`src/rtl/mips_instr_encoder.sv`:
```
// mips_instr_encoder: turns symbolic MIPS instruction fields into 32-bit machine
// words. Each word is tagged with its instruction-memory byte address and queued
// in a 2-entry output buffer.
// Optional build macro INSTR_ENC_STRICT_EN: rejects JR encodings with stray
// rt/rd/shamt bits and R-type words whose funct is JR (001000). When it is not
// defined, JR zeroes those fields and R-type passes funct through unchanged.
module mips_instr_encoder #(
  parameter logic [31:0] BASE_ADDR = 32'h0000_0000
) (
  input  logic        clk,
  input  logic        rst,
  input  logic        in_valid,
  output logic        in_ready,
  input  logic [3:0]  in_class,
  input  logic [4:0]  in_rs,
  input  logic [4:0]  in_rt,
  input  logic [4:0]  in_rd,
  input  logic [4:0]  in_shamt,
  input  logic [5:0]  in_funct,
  input  logic [15:0] in_imm,
  input  logic [25:0] in_target,
  output logic        out_valid,
  input  logic        out_ready,
  output logic [31:0] out_instr,
  output logic [31:0] out_addr,
  output logic        err,
  output logic [7:0]  err_cnt
);

  typedef struct packed {
    logic [31:0] instr;
    logic [31:0] addr;
  } entry_t;

  localparam logic [5:0] FUNCT_JR = 6'b001000;

  entry_t      slot0_q, slot0_d;   // head of the buffer
  entry_t      slot1_q, slot1_d;
  logic [1:0]  occ_q, occ_d;
  logic [31:0] next_addr_q, next_addr_d;
  logic        err_q, err_d;
  logic [7:0]  err_cnt_q, err_cnt_d;

  logic [5:0]  i_opcode;
  logic [31:0] enc_instr;
  logic        enc_legal;
  logic        accept, push, pop;

  // I-type opcode lookup for classes 4..13
  always_comb begin
    i_opcode = 6'b000000;
    case (in_class)
      4'd4:    i_opcode = 6'b000100;
      4'd5:    i_opcode = 6'b000101;
      4'd6:    i_opcode = 6'b001000;
      4'd7:    i_opcode = 6'b001001;
      4'd8:    i_opcode = 6'b001010;
      4'd9:    i_opcode = 6'b001011;
      4'd10:   i_opcode = 6'b001100;
      4'd11:   i_opcode = 6'b001101;
      4'd12:   i_opcode = 6'b100011;
      4'd13:   i_opcode = 6'b101011;
      default: i_opcode = 6'b000000;
    endcase
  end

  // Build the machine word and decide whether the input is legal
  always_comb begin
    enc_instr = 32'h0000_0000;
    enc_legal = 1'b1;
    case (in_class)
      4'd0: begin
        enc_instr = {6'b000000, in_rs, in_rt, in_rd, in_shamt, in_funct};
`ifdef INSTR_ENC_STRICT_EN
        if (in_funct == FUNCT_JR) enc_legal = 1'b0;
`endif
      end
      4'd1: begin
        enc_instr = {6'b000000, in_rs, 15'b0, FUNCT_JR};
`ifdef INSTR_ENC_STRICT_EN
        if ((in_rt != 5'd0) || (in_rd != 5'd0) || (in_shamt != 5'd0)) enc_legal = 1'b0;
`endif
      end
      4'd2:  enc_instr = {6'b000010, in_target};
      4'd3:  enc_instr = {6'b000011, in_target};
      4'd4, 4'd5, 4'd6, 4'd7, 4'd8, 4'd9, 4'd10, 4'd11, 4'd12, 4'd13:
        enc_instr = {i_opcode, in_rs, in_rt, in_imm};
      default: enc_legal = 1'b0;
    endcase
  end

  // in_ready looks only at registered occupancy (and rst), never at out_ready
  assign in_ready  = !rst && (occ_q < 2'd2);
  assign out_valid = (occ_q != 2'd0);
  assign out_instr = slot0_q.instr;
  assign out_addr  = slot0_q.addr;
  assign err       = err_q;
  assign err_cnt   = err_cnt_q;

  assign accept = in_valid && in_ready;
  assign push   = accept && enc_legal;
  assign pop    = out_valid && out_ready;

  // Buffer, address and error-count next state. The pop is applied first so
  // that the push lands in the slot that is free afterwards.
  always_comb begin
    slot0_d     = slot0_q;
    slot1_d     = slot1_q;
    occ_d       = occ_q;
    next_addr_d = next_addr_q;
    err_d       = accept && !enc_legal;
    err_cnt_d   = err_cnt_q;
    if (pop) begin
      slot0_d = slot1_q;
      occ_d   = occ_q - 2'd1;
    end
    if (push) begin
      if (occ_d == 2'd0) slot0_d = '{instr: enc_instr, addr: next_addr_q};
      else               slot1_d = '{instr: enc_instr, addr: next_addr_q};
      occ_d       = occ_d + 2'd1;
      next_addr_d = next_addr_q + 32'd4;
    end
    if (err_d && (err_cnt_q != 8'hFF)) err_cnt_d = err_cnt_q + 8'd1;
  end

  // State registers with synchronous reset; reset drops any buffered words
  always_ff @(posedge clk) begin
    if (rst) begin
      slot0_q     <= '0;
      slot1_q     <= '0;
      occ_q       <= 2'd0;
      next_addr_q <= BASE_ADDR;
      err_q       <= 1'b0;
      err_cnt_q   <= 8'd0;
    end else begin
      slot0_q     <= slot0_d;
      slot1_q     <= slot1_d;
      occ_q       <= occ_d;
      next_addr_q <= next_addr_d;
      err_q       <= err_d;
      err_cnt_q   <= err_cnt_d;
    end
  end

endmodule

```
`config.mk`:
```
export PLATFORM = sky130hd
export DESIGN_NAME = mips_instr_encoder
export DESIGN_NICKNAME = d
export VERILOG_FILES = /design/src/rtl/mips_instr_encoder.sv
export SDC_FILE = /design/constraint.sdc
export NUM_CORES = 1
export LEC_CHECK = 0
export BUFFER_PORTS_ARGS = -buffer_cell sky130_fd_sc_hd__buf_2
export CORE_MARGIN = 8
export CORE_UTILIZATION = 35
export CTS_BUF_LIST = sky130_fd_sc_hd__clkbuf_8
export DETAILED_ROUTE_END_ITERATION = 8
export GPL_TIMING_DRIVEN = 0
export HOLD_SLACK_MARGIN = 0.05
export SLEW_MARGIN = 20
export SYNTH_ARGS = -nofsm -noshare
export SYNTH_HDL_FRONTEND = slang
export SYNTH_SLANG_ARGS = --single-unit
```
`constraint.sdc`:
```
create_clock -name clk -period 2.7 [get_ports clk]
set_input_delay 0.135 -clock clk [delete_from_list [all_inputs] [get_ports clk]]
set_output_delay 0.135 -clock clk [all_outputs]
set_load 0.1 [all_outputs]
```
==> metrics.cfg, run 1 <==
[run_status]
status = finished clean

[synthesis]
synth_nets = 989
synth-main-ff-cell = dfxtp_1
synthTopCellsByArea = dfxtp_1 44%, nand2_1 9.8%, a21oi_1 4.8%, a211oi_1 4.5%, a311oi_1 3.7%
ys_warn_count = 0
yosysTopAreaCell = dfxtp_1
synth_top_area_share_pct = 44.5
synth_edf_count = 0
synth_area_per_cell_um2 = 8.27
ys_seq_area_share_pct = 44.5
syn_inst = 904
synth_most_common_cell = nand2_1
synth_area_um2 = 7480
ys_ff_latch = 166
yosysUniqueCellTypes = 50
ys_async_sr_fraction_pct = 0
synth.top_cells.by_count = 196 x nand2_1, 166 x dfxtp_1, 71 x a21oi_1, 68 x nor2_1, 47 x clkbuf_1

[floorplanning]
ios = 151
die_area_um2 = 26300
core_um2 = 21000
dieHeight_um = 162
die_w_um = 162
num_rows = 53
start_util_pct = 35.6

[timing]
relSlewSlack_pct = 46.5
fin_skew_ps = 17.9
finalSetupViolCount = 0
setup_slack_ps = 179
finalCritPeriodShare_pct = 93.4
fmax_mhz = 397
worstMarginPinSlew_ps = 803
hold_viol_final = 0
slew_violations = 0
rsz0062_at_grt = no
fin_crit_ps = 2520

[detailed_routing]
drt_iter0_drc = 470
via_per_inst = 5.33
routed_wl_um = 24200
ant_nets = 0
wl_per_cell_um = 17.4
first_pass_iters = 6
detail_route.drc_violations = 0
vias = 7428

[global_route]
gr-usage-met1_pct = 21.8
use_met3_pct = 5.39
grt_pass1_vias = 7369
track_usage_pct = 18.2
antenna_found_initial = 2
grt_start_max_net_pins = 17
grt_pass1_wl_um = 38800
gr-usage-met2_pct = 31.2
gr-max-usage-layer = met2
grt_overflow = 0

[cts]
numCtsBuffers = 17
root_buffer = clkbuf_8
clk_path_buf_depth = 2
tritoncts = done
cts.sinks = 166
worst_skew_pair.late_latency_ps = 480
htree_levels = 4
clk_pin_slew_ps = 100

[flow_run]
max-cap-violations = 0

[power]
p_switching_mw = 3.41
p_clk_share_pct = 22.9
p_int_mw = 4.16
finalPower_mw = 7.56
power.leakage_nw = 3.54
switching_share_pct = 45.0
peakVddDrop_mv = 0.416
power_frac_seq_pct = 37.4
p_comb_share_pct = 39.7
p_per_area_nw_per_um2 = 811

[finish]
diodes = 0
fin_cells = 1394
layout.nets = 1191
multi_input_area_um2 = 3760
area_growth_pct = 24.8
fill_cells = 2131
drive_gt1_share_pct = 22.6
final-seq-area_um2 = 3330

[place]
hpwl_um = 17900
dp_slack_ps = -904
gp_congestion = 0.846
numPortBuffers = 150
dp.cells = 1329

[setup_path]
worst_setup_path_start_kind = flip-flop
worstPathRequired_ps = 3090
worstSetupPathType = reg2reg
end_kind = flip-flop
cp.arrival_ps = 2920
crit_fanout = 10

[worst_hold_path]
min_path_type = in2reg

## metal layers
layer  vias to the layer above  share of wire [%]
met3                        27                5.8
met4                         4                1.0
met2                       188                 49
met5                         -               0.11
li1                       3684                  -
met1                      3525                 45
## registers in the layout (all words and copies together), names as in the netlist
name / flops
err: 1
out_addr: 32
occ_q: 2
err_cnt: 8
out_instr: 32
slot1_q: 61
next_addr_q: 30
## through the flow
stage | area, um2 | util, % | TNS (ps) | hold WS, ps
CTS | 9280 | 44.2 | 0 | 50.4
floorplan | 7480 | - | 0 | 344
finish | 9330 | 44.4 | 0 | 69.4
detailed placement | 8570 | 40.8 | -86140 | 447
global route | 9330 | 44.4 | 0 | 60.8
global placement | 8570 | 40.8 | -77570 | 443
## final timing paths
path,from,slack (ps),cells past startpoint,end
setup / recovery,occ_q[1],180,13,slot1_q[63]
hold / removal,in_target[22],70,3,slot1_q[54]
hold reg to reg,slot1_q[16],460,2,slot1_q[16]
setup reg to reg,occ_q[1],180,13,slot1_q[63]
## power groups by stage
stage / clock network [mW] / registers [mW] / logic [mW]
floorplan: 0 / 4.06 / 1.06
detailed placement: 0 / 2.89 / 2.88
global route: 1.87 / 2.87 / 3.19
finish: 1.73 / 2.83 / 3.00
CTS: 1.76 / 2.83 / 2.99
global placement: 0 / 2.88 / 2.87
## critical path, stage by stage, from the launching register on
cell      delay [ps]
dfxtp_4          380
inv_1             70
ha_2             200
nor2b_2          120
clkbuf_8         150
clkbuf_8         160
mux2i_2          240
inv_1             70
ha_2             220
a211oi_4         190
buf_6            160
clkbuf_4         200
nand4_1          120
a21oi_1          150
## layout by cell type (no fill, tap or decap), drive strengths merged, types with 15 or more instances in the layout
| cell | Yosys | routed |
|---|---|---|
| or4 | 16 | 16 |
| dfxtp | 166 | 166 |
| a222oi | 15 | 15 |
| inv | 15 | 20 |
| o21ai | 16 | 16 |
| buf | 33 | 189 |
| nand2 | 196 | 196 |
| nor2 | 68 | 68 |
| dlygate4sd3 | 0 | 25 |
| a21oi | 71 | 71 |
| o31ai | 18 | 18 |
| and3 | 25 | 25 |
| a211oi | 46 | 46 |
| a311oi | 32 | 32 |
| clkbuf | 47 | 67 |
## kinds of logic (layout without fill, tap and decap cells)
| family | after synthesis | count (layout) | share of synthesized area (%) |
|---|---|---|---|
| compound gates | 240 | 240 | 23.0 |
| xor+xnor | 5 | 5 | 0.586 |
| fa+ha+maj | 9 | 9 | 1.51 |
| buf+inv | 95 | 310 | 5.52 |
| flops | 166 | 166 | 44.5 |
| mux | 9 | 9 | 1.31 |
| simple gates | 380 | 380 | 23.7 |
## layout make-up
type / count / area share (%)
well taps: 275 / 3.69
plain buffers: 80 / 4.38
flip-flops and latches: 166 / 35.6
clock inverters: 14 / 1.33
multi-input cells: 643 / 40.3
inverters: 15 / 0.603
repair buffers: 183 / 11.4
clock buffers: 18 / 2.65
## what timing repair did
item / CTS / global route
pin swaps: 1 / 0
gates resized for setup: 18 / 12
hold buffers: 25 / 0
hold endpoints to repair: 20 / 0
setup endpoints to repair: 125 / 117
setup buffers: 5 / 3
Power figures use the tool's default switching activity.
==> inputs of run 2 (changes only) <==
==> config.mk (replaced) <==
export PLATFORM = sky130hd
export DESIGN_NAME = mips_instr_encoder
export DESIGN_NICKNAME = d
export VERILOG_FILES = /design/src/rtl/mips_instr_encoder.sv
export SDC_FILE = /design/constraint.sdc
export NUM_CORES = 1
export LEC_CHECK = 0
export BUFFER_PORTS_ARGS = -buffer_cell sky130_fd_sc_hd__buf_4
export CORE_MARGIN = 8
export CORE_UTILIZATION = 51
export CTS_BUF_LIST = sky130_fd_sc_hd__clkbuf_8
export DETAILED_ROUTE_END_ITERATION = 8
export GPL_TIMING_DRIVEN = 0
export HOLD_SLACK_MARGIN = 0.05
export PLACE_DENSITY = 0.78
export SYNTH_ARGS = -nofsm -noshare
export SYNTH_HDL_FRONTEND = slang
export SYNTH_SLANG_ARGS = --single-unit
==> run 2 against run 1 <==
  * Final area is 2.2% higher
  * Combinational power up 4%
  * Sequential cell count stayed put
  * Non-clock buffer count shrank 15
  * Critical endpoint unchanged
==> metrics.cfg, run 2 (synthesis results as in run 1) <==
[detailed_routing]
first_pass_iters = 5  ; was 6
detail_route.drc_violations = 0  ; unchanged
drt_iter0_drc = 517  ; was 470
via_per_inst = 5.81  ; was 5.33
ant_nets = 0  ; unchanged
wl_per_cell_um = 17.6  ; was 17.4 um
routed_wl_um = 22700  ; was 24,200 um
vias = 7488  ; was 7,428

[cts]
clk_path_buf_depth = 2  ; unchanged
htree_levels = 4  ; unchanged
root_buffer = clkbuf_8  ; unchanged
tritoncts = done  ; unchanged
clk_pin_slew_ps = 90  ; was 100 ps
numCtsBuffers = 17  ; unchanged
worst_skew_pair.late_latency_ps = 470  ; was 480 ps
cts.sinks = 166  ; unchanged

[timing]
hold_viol_final = 0  ; unchanged
rsz0062_at_grt = yes  ; was no
relSlewSlack_pct = 55.0  ; was 46.5%
slew_violations = 0  ; unchanged
worstMarginPinSlew_ps = 676  ; was 803 ps
finalCritPeriodShare_pct = 96.5  ; was 93.4%
fin_crit_ps = 2610  ; was 2520 ps
fin_skew_ps = 12.0  ; was 17.9 ps
finalSetupViolCount = 0  ; unchanged
fmax_mhz = 384  ; was 397 MHz

[global_route]
grt_start_max_net_pins = 17  ; unchanged
grt_pass1_wl_um = 35700  ; was 38,800 um
antenna_found_initial = 0  ; was 2
grt_overflow = 0  ; unchanged
track_usage_pct = 23.8  ; was 18.2%
grt_pass1_vias = 7265  ; was 7,369

[floorplanning]
num_rows = 44  ; was 53
die_w_um = 137  ; was 162 um
core_um2 = 14400  ; was 21,000 um2
dieHeight_um = 137  ; was 162 um
start_util_pct = 51.8  ; was 35.6%
ios = 151  ; unchanged
die_area_um2 = 18800  ; was 26,300 um2

[setup_path]
end_kind = flip-flop  ; unchanged
reg2reg_to = slot1_q[63]  ; unchanged
cp.arrival_ps = 2990  ; was 2920 ps
crit_fanout = 10  ; unchanged
cp-startpoint = occ_q[1]  ; unchanged
cp_slowest_cell = dfxtp_4  ; unchanged
cp_cell_sequence = inv_1, ha_1, nor2b_1, buf_6, clkbuf_8, mux2i_4, inv_1, ha_2, a211oi_4, buf_6, buf_4, nand4_1, a21oi_1  ; was inv_1, ha_2, nor2b_2, clkbuf_8, clkbuf_8, mux2i_2, inv_1, ha_2, a211oi_4, buf_6, clkbuf_4, nand4_1, a21oi_1
r2r_slack_ps = 90  ; was 180 ps
worst_setup_path_start_kind = flip-flop  ; unchanged
slowest_delay_ps = 380  ; about the same
worstPathRequired_ps = 3090  ; about the same
timing.rr.start = occ_q[1]  ; unchanged
crit_end = slot1_q[63]  ; unchanged
reg2reg_depth = 13  ; unchanged
worstSetupPathType = reg2reg  ; unchanged

[finish]
largest_reg_flops = 61  ; unchanged
final_cell_mix = 196 x nand2_1, 164 x dfxtp_1, 162 x buf_4, 71 x a21oi_1, 68 x nor2_1  ; was 196 x nand2_1, 171 x buf_2, 165 x dfxtp_1, 71 x a21oi_1, 68 x nor2_1
fin_cells = 1288  ; was 1,394
layout.nets = 1176  ; was 1,191
top_register = slot1_q  ; unchanged
drive_gt1_share_pct = 22.6  ; about the same
diodes = 0  ; unchanged
utilization_pct = 66.1  ; was 44.4%
layout.cells.most_common = nand2_1  ; unchanged
area_growth_pct = 27.5  ; was 24.8%

[place]
hpwl_um = 16400  ; was 17,900 um
numPortBuffers = 150  ; unchanged
dp.cells = 1238  ; was 1,329
gp_congestion = 0.855  ; was 0.846

[power]
finalPower_mw = 7.93  ; was 7.56 mW
power.leakage_nw = 3.58  ; was 3.54 nW
peakVddDrop_mv = 0.430  ; was 0.416 mV
p_per_area_nw_per_um2 = 831  ; was 811 nW/um2

[worst_hold_path]
min_path_type = in2reg  ; unchanged

[flow_run]
max-cap-violations = 0  ; unchanged

[run_status]
status = finished clean  ; unchanged

run 2: cell types whose count changed in the layout (fill, tap and decap cells not counted), moves of 4 or more:
| cell | before | now |
|---|---|---|
| inv_6 | 4 | 0 |
| buf_2 | 171 | 22 |
| dlygate4sd3_1 | 25 | 12 |
| buf_4 | 13 | 162 |
run 2: layer usage:
layer / track usage [%] / part of all wire, % / vias up
met5: 0 / 0 / -
met4: 10.5 / 2.1 / 0
met3: 6.35 / 8.2 / 40
met2: 39.7 / 48 / 284
met1: 28.3 / 41 / 3506
li1: - / - / 3658
run 2: layout make-up:
| class | instances | area (um2) |
|---|---|---|
| plain buffers | 80 | 403 |
| clock buffers | 20 | 275 |
| clock inverters | 12 | 160 |
| fillers | 1247 | 4890 |
| inverters | 15 | 56.3 |
| multi-input cells | 643 | 3790 |
| flip-flops and latches | 166 | 3330 |
| well taps | 184 | 230 |
| repair buffers | 168 | 1290 |
run 2: stage by stage:
stage | cell area [um2] | setup TNS (ps) | hold WS [ps] | setup slack [ps]
floorplan | 7480 | 0 | 344 | 51.3
global placement | 8830 | -60480 | 442 | -643
detailed placement | 8830 | -64780 | 447 | -693
CTS | 9450 | 0 | 51.3 | 10.0
global route | 9530 | -397 | 73.6 | -37.9
finish | 9530 | 0 | 63.1 | 94.8
run 2: critical path: cells and delay by family (launching register included):
family	cells	cell delay, ps
buf+inv	6	790
fa+ha+maj	2	420
compound gates	2	400
flops	1	380
simple gates	2	290
mux	1	240
run 2: how the worst min path moves through the flow:
stage,slack (ps),cells past startpoint,from,endpoint
final,60,3,in_imm[15],slot1_q[47]
after global routing,70,3,in_imm[15],slot1_q[47]
after CTS,50,4,in_target[19],out_instr[19]
after detailed placement,450,2,slot1_q[21],slot1_q[21]
after global placement,440,2,slot1_q[22],slot1_q[22]
after floorplan,340,2,in_rt[1],slot1_q[49]
run 2: what timing repair did:
item,in CTS,in global routing
buffers inserted,3,3
hold buffers,12,0
pin swaps,1,0
endpoints found under the hold margin,13,0
setup endpoints to repair,125,125
resized for setup,17,15
run 2: power breakdown:
group          leakage [nW]  switching (mW)  total [mW]  internal [mW]
Combinational          2.01            2.30        3.13          0.827
Sequential             1.35           0.145        2.85           2.70
Clock                 0.230           0.886        1.95           1.07
